<file path="src/rtl/mcp_pkg.sv">
// Shared definitions for the MCP23S17 register-bank emulator:
// BANK=0 register map, reset values, IOCON bit positions and the pointer-advance rule.
package mcp_pkg;

   localparam logic [7:0] IODIRA   = 8'h00;
   localparam logic [7:0] IODIRB   = 8'h01;
   localparam logic [7:0] IPOLA    = 8'h02;
   localparam logic [7:0] IPOLB    = 8'h03;
   localparam logic [7:0] GPINTENA = 8'h04;
   localparam logic [7:0] GPINTENB = 8'h05;
   localparam logic [7:0] DEFVALA  = 8'h06;
   localparam logic [7:0] DEFVALB  = 8'h07;
   localparam logic [7:0] INTCONA  = 8'h08;
   localparam logic [7:0] INTCONB  = 8'h09;
   localparam logic [7:0] IOCONA   = 8'h0A;
   localparam logic [7:0] IOCONB   = 8'h0B;
   localparam logic [7:0] GPPUA    = 8'h0C;
   localparam logic [7:0] GPPUB    = 8'h0D;
   localparam logic [7:0] INTFA    = 8'h0E;
   localparam logic [7:0] INTFB    = 8'h0F;
   localparam logic [7:0] INTCAPA  = 8'h10;
   localparam logic [7:0] INTCAPB  = 8'h11;
   localparam logic [7:0] GPIOA    = 8'h12;
   localparam logic [7:0] GPIOB    = 8'h13;
   localparam logic [7:0] OLATA    = 8'h14;
   localparam logic [7:0] OLATB    = 8'h15;
   localparam logic [7:0] REG_LAST = 8'h15;

   localparam logic [7:0] IODIR_RST = 8'hFF;
   localparam logic [7:0] REG_RST   = 8'h00;

   localparam int IOCON_BANK   = 7;
   localparam int IOCON_MIRROR = 6;
   localparam int IOCON_SEQOP  = 5;
   localparam int IOCON_HAEN   = 3;

   // In BANK=0 the A/B pair shares one index (address[4:1]); address[0] selects the port.
   typedef enum logic [3:0] {
      IDX_IODIR   = 4'd0,
      IDX_IPOL    = 4'd1,
      IDX_GPINTEN = 4'd2,
      IDX_DEFVAL  = 4'd3,
      IDX_INTCON  = 4'd4,
      IDX_IOCON   = 4'd5,
      IDX_GPPU    = 4'd6,
      IDX_INTF    = 4'd7,
      IDX_INTCAP  = 4'd8,
      IDX_GPIO    = 4'd9,
      IDX_OLAT    = 4'd10
   } reg_idx_e;

   typedef struct packed {
      logic [7:0] iodir;
      logic [7:0] ipol;
      logic [7:0] gpinten;
      logic [7:0] defval;
      logic [7:0] intcon;
      logic [7:0] gppu;
      logic [7:0] intf;
      logic [7:0] intcap;
      logic [7:0] gpio;
      logic [7:0] olat;
   } port_regs_t;

   function automatic logic [7:0] next_ptr(input logic [7:0] ptr, input logic seqop);
      logic [7:0] nxt;
      if (ptr > REG_LAST) begin
         nxt = 8'h00;
      end else if (seqop) begin
         nxt = ptr;
      end else if (ptr == REG_LAST) begin
         nxt = 8'h00;
      end else begin
         nxt = ptr + 8'h01;
      end
      return nxt;
   endfunction

endpackage

</file>
<file path="src/rtl/mcp_port.sv">
// One GPIO port of the MCP23S17: configuration registers, pin synchroniser,
// change detection and the INTF/INTCAP interrupt state.
module mcp_port
   import mcp_pkg::*;
#(
   parameter int SYNC_STG = 2
) (
   input  logic       sclk_i,
   input  logic       rst,
   input  logic       i_wr_en,
   input  logic [3:0] i_idx,
   input  logic [7:0] i_wr_data,
   input  logic       i_rd_clr,
   input  logic [7:0] i_pins,
   output port_regs_t o_regs
);

   logic [7:0] r_sync [0:SYNC_STG-1];
   logic [7:0] r_prev;
   logic [7:0] r_iodir, r_ipol, r_gpinten, r_defval, r_intcon, r_gppu, r_olat;
   logic [7:0] r_intf, r_intcap;
   logic [7:0] w_pin, w_mismatch, w_set, w_intf_nxt;

   assign w_pin      = r_sync[SYNC_STG-1];
   assign w_mismatch = (r_intcon & (w_pin ^ r_defval)) | (~r_intcon & (w_pin ^ r_prev));
   assign w_set      = w_mismatch & r_gpinten & r_iodir;
   // A new event in the same cycle as a clearing read keeps its flag set.
   assign w_intf_nxt = w_set | (i_rd_clr ? 8'h00 : r_intf);

   // Pin synchroniser and previous-sample register for change detection.
   always_ff @(posedge sclk_i) begin
      if (rst) begin
         for (int k = 0; k < SYNC_STG; k++) begin
            r_sync[k] <= 8'h00;
         end
         r_prev <= 8'h00;
      end else begin
         r_sync[0] <= i_pins;
         for (int k = 1; k < SYNC_STG; k++) begin
            r_sync[k] <= r_sync[k-1];
         end
         r_prev <= w_pin;
      end
   end

   // Host-writable configuration registers; GPIO writes land in OLAT.
   always_ff @(posedge sclk_i) begin
      if (rst) begin
         r_iodir   <= IODIR_RST;
         r_ipol    <= REG_RST;
         r_gpinten <= REG_RST;
         r_defval  <= REG_RST;
         r_intcon  <= REG_RST;
         r_gppu    <= REG_RST;
         r_olat    <= REG_RST;
      end else if (i_wr_en) begin
         case (reg_idx_e'(i_idx))
            IDX_IODIR:   r_iodir   <= i_wr_data;
            IDX_IPOL:    r_ipol    <= i_wr_data;
            IDX_GPINTEN: r_gpinten <= i_wr_data;
            IDX_DEFVAL:  r_defval  <= i_wr_data;
            IDX_INTCON:  r_intcon  <= i_wr_data;
            IDX_GPPU:    r_gppu    <= i_wr_data;
            IDX_GPIO:    r_olat    <= i_wr_data;
            IDX_OLAT:    r_olat    <= i_wr_data;
            default:     r_olat    <= r_olat;
         endcase
      end
   end

   // Interrupt flags; INTCAP records the pins only for the first event.
   always_ff @(posedge sclk_i) begin
      if (rst) begin
         r_intf   <= REG_RST;
         r_intcap <= REG_RST;
      end else begin
         r_intf <= w_intf_nxt;
         if ((w_set != 8'h00) && (r_intf == 8'h00)) begin
            r_intcap <= w_pin;
         end
      end
   end

   assign o_regs.iodir   = r_iodir;
   assign o_regs.ipol    = r_ipol;
   assign o_regs.gpinten = r_gpinten;
   assign o_regs.defval  = r_defval;
   assign o_regs.intcon  = r_intcon;
   assign o_regs.gppu    = r_gppu;
   assign o_regs.intf    = r_intf;
   assign o_regs.intcap  = r_intcap;
   assign o_regs.gpio    = (r_iodir & (w_pin ^ r_ipol)) | (~r_iodir & r_olat);
   assign o_regs.olat    = r_olat;

endmodule

</file>
<file path="src/rtl/mcp_regfile.sv">
// MCP23S17 register-bank emulator behind the SPI responder: pointer, device select,
// shared IOCON, address decode, read mux and interrupt outputs.
module mcp_regfile
   import mcp_pkg::*;
#(
   parameter logic [2:0] HW_ADDR  = 3'b000,
   parameter int         SYNC_STG = 2
) (
   input  logic       sclk_i,
   input  logic       rst,
   input  logic       cmd_vld_i,
   input  logic [7:0] opcode_i,
   input  logic [7:0] addr_i,
   input  logic       wr_stb_i,
   input  logic [7:0] wr_data_i,
   input  logic       rd_stb_i,
   output logic [7:0] rd_data_o,
   output logic       rd_vld_o,
   output logic       sel_o,
   input  logic [7:0] gpio_a_i,
   input  logic [7:0] gpio_b_i,
   output logic [7:0] gpio_a_o,
   output logic [7:0] gpio_b_o,
   output logic [7:0] gpio_a_oe_o,
   output logic [7:0] gpio_b_oe_o,
   output logic       int_a_o,
   output logic       int_b_o
);

   logic [7:0] r_ptr, r_iocon, r_rd_data;
   logic       r_sel, r_rd_vld, r_int_a, r_int_b;
   logic       w_acc_wr, w_acc_rd, w_rd_any, w_in_map, w_sel_nxt;
   logic       w_wr_a, w_wr_b, w_clr_a, w_clr_b, w_clr_idx, w_any_a, w_any_b;
   logic [3:0] w_idx;
   logic [7:0] w_rd_val;
   port_regs_t w_regs_a, w_regs_b, w_port;

   // Command wins over write, write over read; dropped strobes have no effect.
   assign w_rd_any  = !cmd_vld_i && !wr_stb_i && rd_stb_i;
   assign w_acc_wr  = !cmd_vld_i && wr_stb_i && r_sel;
   assign w_acc_rd  = w_rd_any && r_sel;
   assign w_in_map  = (r_ptr <= REG_LAST);
   assign w_idx     = r_ptr[4:1];
   assign w_sel_nxt = (opcode_i[7:4] == 4'b0100) &&
                      (!r_iocon[IOCON_HAEN] || (opcode_i[3:1] == HW_ADDR));

   assign w_clr_idx = (w_idx == IDX_GPIO) || (w_idx == IDX_INTCAP);
   assign w_wr_a    = w_acc_wr && w_in_map && !r_ptr[0];
   assign w_wr_b    = w_acc_wr && w_in_map &&  r_ptr[0];
   assign w_clr_a   = w_acc_rd && w_in_map && !r_ptr[0] && w_clr_idx;
   assign w_clr_b   = w_acc_rd && w_in_map &&  r_ptr[0] && w_clr_idx;

   mcp_port #(.SYNC_STG(SYNC_STG)) u_port_a (
      .sclk_i    (sclk_i),
      .rst       (rst),
      .i_wr_en   (w_wr_a),
      .i_idx     (w_idx),
      .i_wr_data (wr_data_i),
      .i_rd_clr  (w_clr_a),
      .i_pins    (gpio_a_i),
      .o_regs    (w_regs_a)
   );

   mcp_port #(.SYNC_STG(SYNC_STG)) u_port_b (
      .sclk_i    (sclk_i),
      .rst       (rst),
      .i_wr_en   (w_wr_b),
      .i_idx     (w_idx),
      .i_wr_data (wr_data_i),
      .i_rd_clr  (w_clr_b),
      .i_pins    (gpio_b_i),
      .o_regs    (w_regs_b)
   );

   // Read mux over the BANK=0 map; anything past OLATB reads as zero.
   always_comb begin
      w_port   = r_ptr[0] ? w_regs_b : w_regs_a;
      w_rd_val = 8'h00;
      if (w_in_map) begin
         case (reg_idx_e'(w_idx))
            IDX_IODIR:   w_rd_val = w_port.iodir;
            IDX_IPOL:    w_rd_val = w_port.ipol;
            IDX_GPINTEN: w_rd_val = w_port.gpinten;
            IDX_DEFVAL:  w_rd_val = w_port.defval;
            IDX_INTCON:  w_rd_val = w_port.intcon;
            IDX_IOCON:   w_rd_val = r_iocon;
            IDX_GPPU:    w_rd_val = w_port.gppu;
            IDX_INTF:    w_rd_val = w_port.intf;
            IDX_INTCAP:  w_rd_val = w_port.intcap;
            IDX_GPIO:    w_rd_val = w_port.gpio;
            IDX_OLAT:    w_rd_val = w_port.olat;
            default:     w_rd_val = 8'h00;
         endcase
      end else begin
         w_rd_val = 8'h00;
      end
   end

   assign w_any_a = |w_regs_a.intf;
   assign w_any_b = |w_regs_b.intf;

   // Transaction state, IOCON, read response and interrupt outputs.
   always_ff @(posedge sclk_i) begin
      if (rst) begin
         r_ptr     <= 8'h00;
         r_sel     <= 1'b0;
         r_iocon   <= REG_RST;
         r_rd_data <= 8'h00;
         r_rd_vld  <= 1'b0;
         r_int_a   <= 1'b0;
         r_int_b   <= 1'b0;
      end else begin
         r_rd_vld <= w_rd_any;
         if (w_acc_rd) begin
            r_rd_data <= w_rd_val;
         end else if (w_rd_any) begin
            r_rd_data <= 8'h00;
         end
         if (cmd_vld_i) begin
            r_ptr <= addr_i;
            r_sel <= w_sel_nxt;
         end else if (w_acc_wr || w_acc_rd) begin
            r_ptr <= next_ptr(r_ptr, r_iocon[IOCON_SEQOP]);
         end
         if (w_acc_wr && w_in_map && (w_idx == IDX_IOCON)) begin
            r_iocon <= wr_data_i;
         end
         r_int_a <= r_iocon[IOCON_MIRROR] ? (w_any_a | w_any_b) : w_any_a;
         r_int_b <= r_iocon[IOCON_MIRROR] ? (w_any_a | w_any_b) : w_any_b;
      end
   end

   assign rd_data_o   = r_rd_data;
   assign rd_vld_o    = r_rd_vld;
   assign sel_o       = r_sel;
   assign gpio_a_o    = w_regs_a.olat;
   assign gpio_b_o    = w_regs_b.olat;
   assign gpio_a_oe_o = ~w_regs_a.iodir;
   assign gpio_b_oe_o = ~w_regs_b.iodir;
   assign int_a_o     = r_int_a;
   assign int_b_o     = r_int_b;

endmodule
</file>
<file path="config.mk">
export PLATFORM = sky130hd
export DESIGN_NAME = mcp_regfile
export DESIGN_NICKNAME = d
export VERILOG_FILES = /design/src/rtl/mcp_pkg.sv /design/src/rtl/mcp_port.sv /design/src/rtl/mcp_regfile.sv
export SDC_FILE = /design/constraint.sdc
export NUM_CORES = 1
export LEC_CHECK = 0
export CAP_MARGIN = 30
export CORE_MARGIN = 2
export CORE_UTILIZATION = 30
export DETAILED_ROUTE_END_ITERATION = 12
export GPL_TIMING_DRIVEN = 0
export PLACE_DENSITY_LB_ADDON = 0.3
export RECOVER_POWER = 100
export SETUP_SLACK_MARGIN = 0.2
export SYNTH_ARGS = -nofsm -noshare
export SYNTH_HDL_FRONTEND = slang
export SYNTH_HIERARCHICAL = 1
export SYNTH_SLANG_ARGS = --single-unit
</file>
<file path="constraint.sdc">
create_clock -name sclk_i -period 3.48 [get_ports sclk_i]
set_input_delay 0.696 -clock sclk_i [delete_from_list [all_inputs] [get_ports sclk_i]]
set_output_delay 0.696 -clock sclk_i [all_outputs]
set_load 0.02 [all_outputs]
</file>
=== Yosys cells after proc, flatten, opt, wreduce, memory -nomap -nowiden ===
Memory sizes are Yosys's and may differ from the RTL's.
Cells that the tools add are included.

* Output and inout port bits: 44
* Input port bits: 45
* Register bits: 188
* Memories kept: 2
* Memory bits (writable): 32
* Logic and storage cells: 149

* Bitwise operators: 33
* Add/sub/neg operators: 1
* Order comparisons: 2
* Muxes and demuxes: 21
* Reduce and logical (&&, ||, !) cells: 50
* Equal/unequal tests: 13

{| class="wikitable"
|+ Memories
! name !! depth !! width !! rd ports !! clocked after Yosys merged registers in !! write ports !! line !! text
|-
| u_port_a.r_sync || 2 || 8 || 2 || 0 || 2 || mcp_port.sv:18 || <nowiki>logic [7:0] r_sync [0:SYNC_STG-1];</nowiki>
|-
| u_port_b.r_sync || 2 || 8 || 2 || 0 || 2 || mcp_port.sv:18 ||
|}

{| class="wikitable"
|+ Operators with widths
! operator !! number
|-
| 2-to-1 mux 8 bit || 14
|-
| bitwise AND 8 bit || 12
|-
| case mux 8 bit (11 select lines) || 1
|-
| 2-to-1 mux 80 bit || 1
|-
| OR 8 bit || 6
|-
| bitwise XOR 8 bit || 6
|-
| inverter 8 bit || 4
|-
| AND reduction 2 bit || 15
|-
| == test 4 x 3 -> 1 bit (second input constant) || 5
|-
| logical AND 1 bit || 17
|-
| zero test 8 bit || 2
|-
| nonzero test 8 bit || 2
|-
| OR reduction 8 bit || 2
|-
| == test 4 bit (second input constant) || 3
|-
| adder 8 x 1 -> 8 bit (second input constant) || 1
|-
| == test 4 x 2 -> 1 bit (second input constant) || 2
|-
| == test 8 x 5 -> 1 bit (second input constant) || 1
|-
| greater-than comparator 8 x 5 -> 1 bit (second input constant) || 1
|-
| less-or-equal comparator 8 x 5 -> 1 bit (second input constant) || 1
|-
| 2-to-1 mux 1 bit || 5
|-
| OR 1 bit || 5
|-
| == test 4 x 1 -> 1 bit (second input constant) || 1
|-
| zero test 1 bit || 4
|-
| zero test 4 bit || 1
|-
| 5 further kinds || 8
|}

=== Depth between registers and ports, before layout ===
* Depth in word-level cells: 9
* Gate-level depth with buffers: 14
* Mapped depth without buffers: 12

=== Cells and area by module ===
The synthesis kept the hierarchy.

{| class="wikitable"
|+ By module, submodules not included
! module !! cells an instance !! seq. area each (µm²) !! instances !! area each (µm²)
|-
| mcp_port || 359 || 1921.8 || 2 || 3657.3
|-
| mcp_regfile || 335 || 560.5 || 1 || 2849.0
|}

=== Worst setup path before layout ===
OpenSTA, ideal clock, no wires.

* Kind: register to register
* Start: reg r_ptr[1]
* End: reg u_port_a.r_ipol[0]
* Setup slack: 0.416 ns
* Data required time: 3.352 ns
* Stages on the path, launching flop included: 15
* Arrival: 2.936 ns
* Setup time: 0.128 ns
* Period minus slack after synthesis: 3.064 ns
* Buffers on the path: 2
* Cells stage by stage: dfxtp_1 > buf_2 > buf_2 > inv_1 > ha_1 > nor3b_1 > o21ai_1 > and2_1 > nand3_1 > nor2_1 > nor3b_1 > nand2_1 > nor2_2 > mux2i_1 > nor2_1

* Longest elaborated chain between the ends: 4
* Elaborated cells between the ends (all ways): 5
* Classes of those cells: 1 x order compare; 1 x eq/ne; 3 x reduce/logical

{| class="wikitable"
|+ Ends and longest elaborated chain
! element !! line !! text
|-
| from (decl) || mcp_regfile.sv:30 || <nowiki>logic [7:0] r_ptr, r_iocon, r_rd_data;</nowiki>
|-
| from (signal assigned) || mcp_regfile.sv:120 || <nowiki>r_ptr <= addr_i;</nowiki>
|-
| from (signal assigned) || mcp_regfile.sv:123 || <nowiki>r_ptr <= next_ptr(r_ptr, r_iocon[IOCON_SEQOP]);</nowiki>
|-
| less-or-equal comparator 8 x 5 -> 1 bit || mcp_regfile.sv:42 || <nowiki>assign w_in_map = (r_ptr <= REG_LAST);</nowiki>
|-
| logical AND 1 bit (2 in series) || mcp_regfile.sv:48 || <nowiki>assign w_wr_a = w_acc_wr && w_in_map && !r_ptr[0];</nowiki>
|-
| via w_wr_a || mcp_regfile.sv:33 || <nowiki>logic w_wr_a, w_wr_b, w_clr_a, w_clr_b, w_clr_idx, w_any_a, w_any_b;</nowiki>
|-
| AND reduction 2 bit (no line) || - ||
|-
| to (signal assigned) || mcp_port.sv:59 || <nowiki>IDX_IPOL: r_ipol <= i_wr_data;</nowiki>
|-
| to (decl) || mcp_port.sv:20 || <nowiki>logic [7:0] r_iodir, r_ipol, r_gpinten, r_defval, r_intcon, r_gppu, r_olat;</nowiki>
|}

The timed path passes the listed nets, and every way through them passes these cells.
A chain may end at the register's enable or synchronous reset.

=== Worst setup path after layout ===
* Start: reg r_ptr[1]
* End: reg u_port_a.r_ipol[4]

Same word-level chain as after synthesis.

==> impl_metrics.json <==
{
  "num_antenna_cells": 0,
  "vias": 8389,
  "holdWs_ns": 0.4337,
  "period_share_pct": 91.42,
  "synth_seq_area_share_pct": 43.33,
  "start_util_pct": 30.39,
  "cellPowerDensity_nw_per_um2": 453.9,
  "wl_per_cell_um": 21.37,
  "synthArstFlopShare_pct": 0,
  "overflow": 0,
  "path_cells": "buf_2 -> buf_4 -> inv_1 -> ha_1 -> nor3b_1 -> o21ai_2 -> and2_4 -> nand3_1 -> nor2_1 -> nor3b_4 -> nand2_1 -> nor2_1 -> buf_12 -> mux2i_1 -> nor2_1",
  "fmax_mhz": 314.3,
  "yosysTopAreaCell": "dfxtp_1",
  "hold_path_class": "flip-flop to flip-flop",
  "critPathRequiredTime_ns": 3.87,
  "firstDrtPassIters": 7,
  "startpoint_type": "flip-flop",
  "p_leak_uw": 0.005046,
  "cts_tree": "done",
  "die_area_um2": 35370,
  "grt_antenna_before_repair": 0,
  "syn2layout_area_growth_pct": 23.33,
  "avgSynthCellArea_um2": 9.652,
  "syn_inst": 1053,
  "worst_pin_slew_ns": 1.275,
  "synth_cell_types": 65,
  "crit_slowest_cell": "dfxtp_4",
  "fin_area_um2": 12530,
  "nets": 1221,
  "cts_made_buffers": 26,
  "drv_slew": 0,
  "cpMostUsedCell": "nor2_1",
  "skew_ns": 0.02461,
  "outcome": "complete, no violations",
  "cts.clk_slew.worst_paths_ns": 0.06,
  "syn_area_um2": 10160,
  "finalHoldViolations": 0,
  "drive_gt1_share_pct": 11.65,
  "cp_num_cells": 15,
  "yosys_warnings": 6,
  "cp_max_fo": 18,
  "reg2regPathDepth": 15,
  "finalSetupTns_ns": 0,
  "die-height_um": 188.1,
  "slowest_delay_ns": 0.41,
  "place_congestion": 0.9196,
  "grt_pass1_wl_um": 51540,
  "place_hpwl_um": 26230,
  "insertion_delay_ns": 0.55,
  "core_um2": 33450,
  "fillers": 3352,
  "worst_ir_drop_vdd_uv": 346.1,
  "ys.flop_type": "dfxtp_1",
  "ant_nets": 0,
  "clockBufferDepth": 3,
  "cpLargestDelayFamily": "simple AND/OR/NAND/NOR gates",
  "grt_usage_pct": 19.34,
  "arrival_ns": 3.58,
  "top_regs": "u_port_a/r_sync (16), u_port_b/r_sync (16)",
  "relSlewSlack_pct": 13.91,
  "numPortBuffers": 87,
  "hold_depth": 1,
  "boundaryPins": 89,
  "yosysTopAreaCellShare_pct": 43.33,
  "synth-edff-count": 0,
  "crit_type": "flip-flop to flip-flop",
  "rsz0062_at_grt": "false",
  "die_w_um": 188.1,
  "postPlaceCellArea_um2": 11620,
  "htreeDepth": 1,
  "cp-end-kind": "flip-flop",
  "first_iter_violations": 665,
  "grt_max_degree": 19,
  "syn_nets": 1101,
  "drc_errors": 0,
  "synth_seq_cells": 220,
  "crit_buf_inv": 4,
  "synth_area_leaders": "dfxtp_1 (43%), mux2i_1 (18%), nor2_1 (5.4%)",
  "setup_violations": 0,
  "rows": 67,
  "grt_pass1_vias": 8129,
  "wl_um": 35080,
  "fin_crit_ns": 3.181,
  "vias_per_cell": 5.112,
  "cts.sinks": 220,
  "cts_root_buf": "clkbuf_16",
  "utilization_pct": 37.47,
  "max_cap_violations": 0
}
## where the power goes
group,total [uW],leakage (uW),internal (uW),switching [uW]
clock network,2730,0.000428,1600,1130
logic,381,0.00284,153,228
registers,2580,0.00178,2550,29.4
## metrics by stage
stage | power (uW) | instances | setup slack, ns
4_1_cts | 5746 | 1640 | 0.2170
3_5_place_dp | 3007 | 1590 | -0.5429
5_1_grt | 5883 | 1641 | 0.1105
3_3_place_gp | 3006 | 1588 | -0.4858
2_1_floorplan | 2830 | 1053 | 0.4160
6_report | 5689 | 1641 | 0.2987
## routing by layer
layer  up-vias  part of all wire (%)  global-route usage, %
met5         -                     0                      0
met4         0                   3.6                  6.693
met3        72                   6.0                  2.751
met2       348                    45                  31.17
met1      4013                    45                  26.43
li1       3956                     -                      -
## cells by family (layout without fill, tap and decap cells)
| group | after synthesis | in the layout | synth area share (%) |
|---|---|---|---|
| and+or+nand+nor | 394 | 394 | 19.99 |
| buffers and inverters | 78 | 218 | 3.349 |
| muxes | 209 | 209 | 21.51 |
| xor gates and xnor gates | 29 | 29 | 2.499 |
| adders and majority gates | 3 | 3 | 0.3694 |
| DFF | 220 | 220 | 43.33 |
| AOI/OAI and AO/OA | 120 | 120 | 8.950 |
## synthesized netlist by cell type (all sizes together), types with 3 or more instances
cell type / count
nor2b: 75
a21oi: 31
nor4: 13
mux2i: 179
nor2: 149
buf: 25
a221oi: 11
xnor2: 29
a221o: 4
nand3b: 28
o21ba: 6
dfxtp: 220
a32oi: 7
nand2: 67
mux4: 5
nand3: 18
nor3: 7
a22oi: 10
nand4b: 4
mux2: 25
clkbuf: 32
ha: 3
o22ai: 21
inv: 21
nand2b: 4
nor3b: 6
and4bb: 3
o21ai: 10
and2: 8
## final timing paths
| path | end | slack, ns | start |
|---|---|---|---|
| max | u_port_a/r_ipol[4]$_SDFFE_PP0P_ | 0.30 | r_ptr[1]$_SDFFE_PP0P_ |
| max reg2reg | u_port_a/r_ipol[4]$_SDFFE_PP0P_ | 0.30 | r_ptr[1]$_SDFFE_PP0P_ |
| min | u_port_b/r_sync[0][13]$_SDFF_PP0_ | 0.43 | u_port_b/r_sync[0][5]$_SDFF_PP0_ |
| min reg2reg | u_port_b/r_sync[0][13]$_SDFF_PP0_ | 0.43 | u_port_b/r_sync[0][5]$_SDFF_PP0_ |
## what timing repair did
action	in CTS	in global routing
pin swaps	2	1
setup endpoints to repair	107	110
hold buffers	0	0
resized for setup	24	8
buffers inserted	2	1
## cell usage in the layout (no fill, tap or decap), drive strengths merged, types with 7 or more instances in the layout
cell type        n
a21oi           31
a221oi          11
a22oi           10
a32oi            7
and2             8
buf             24
clkbuf          69
clkdlybuf4s50   42
clkinv          12
dfxtp          220
dlygate4sd3     45
inv             21
mux2            25
mux2i          179
nand2           67
nand3           18
nand3b          28
nor2           149
nor2b           75
nor3             7
nor4            13
o21ai           10
o22ai           21
xnor2           29
## worst register-to-register path, cell delays in order (launching register included)
cell     delay [ns]
dfxtp_4        0.41
buf_2          0.21
buf_4          0.22
inv_1          0.13
ha_1           0.18
nor3b_1        0.06
o21ai_2        0.17
and2_4         0.20
nand3_1        0.14
nor2_1         0.26
nor3b_4        0.34
nand2_1        0.10
nor2_1         0.20
buf_12         0.18
mux2i_1        0.19
nor2_1         0.06
## layout make-up
| class | count | area, um2 | area share (%) |
|---|---|---|---|
| buffer | 57 | 269.0 | 2.146 |
| tap | 448 | 560.5 | 4.472 |
| clock buffer | 31 | 699.4 | 5.580 |
| sequential | 220 | 4408 | 35.17 |
| clock inverter | 17 | 175.2 | 1.397 |
| multi-input combinational | 755 | 5403 | 43.10 |
| inverter | 21 | 78.83 | 0.6289 |
| timing repair buffer | 92 | 940.9 | 7.506 |
Power figures use the tool's default switching activity.
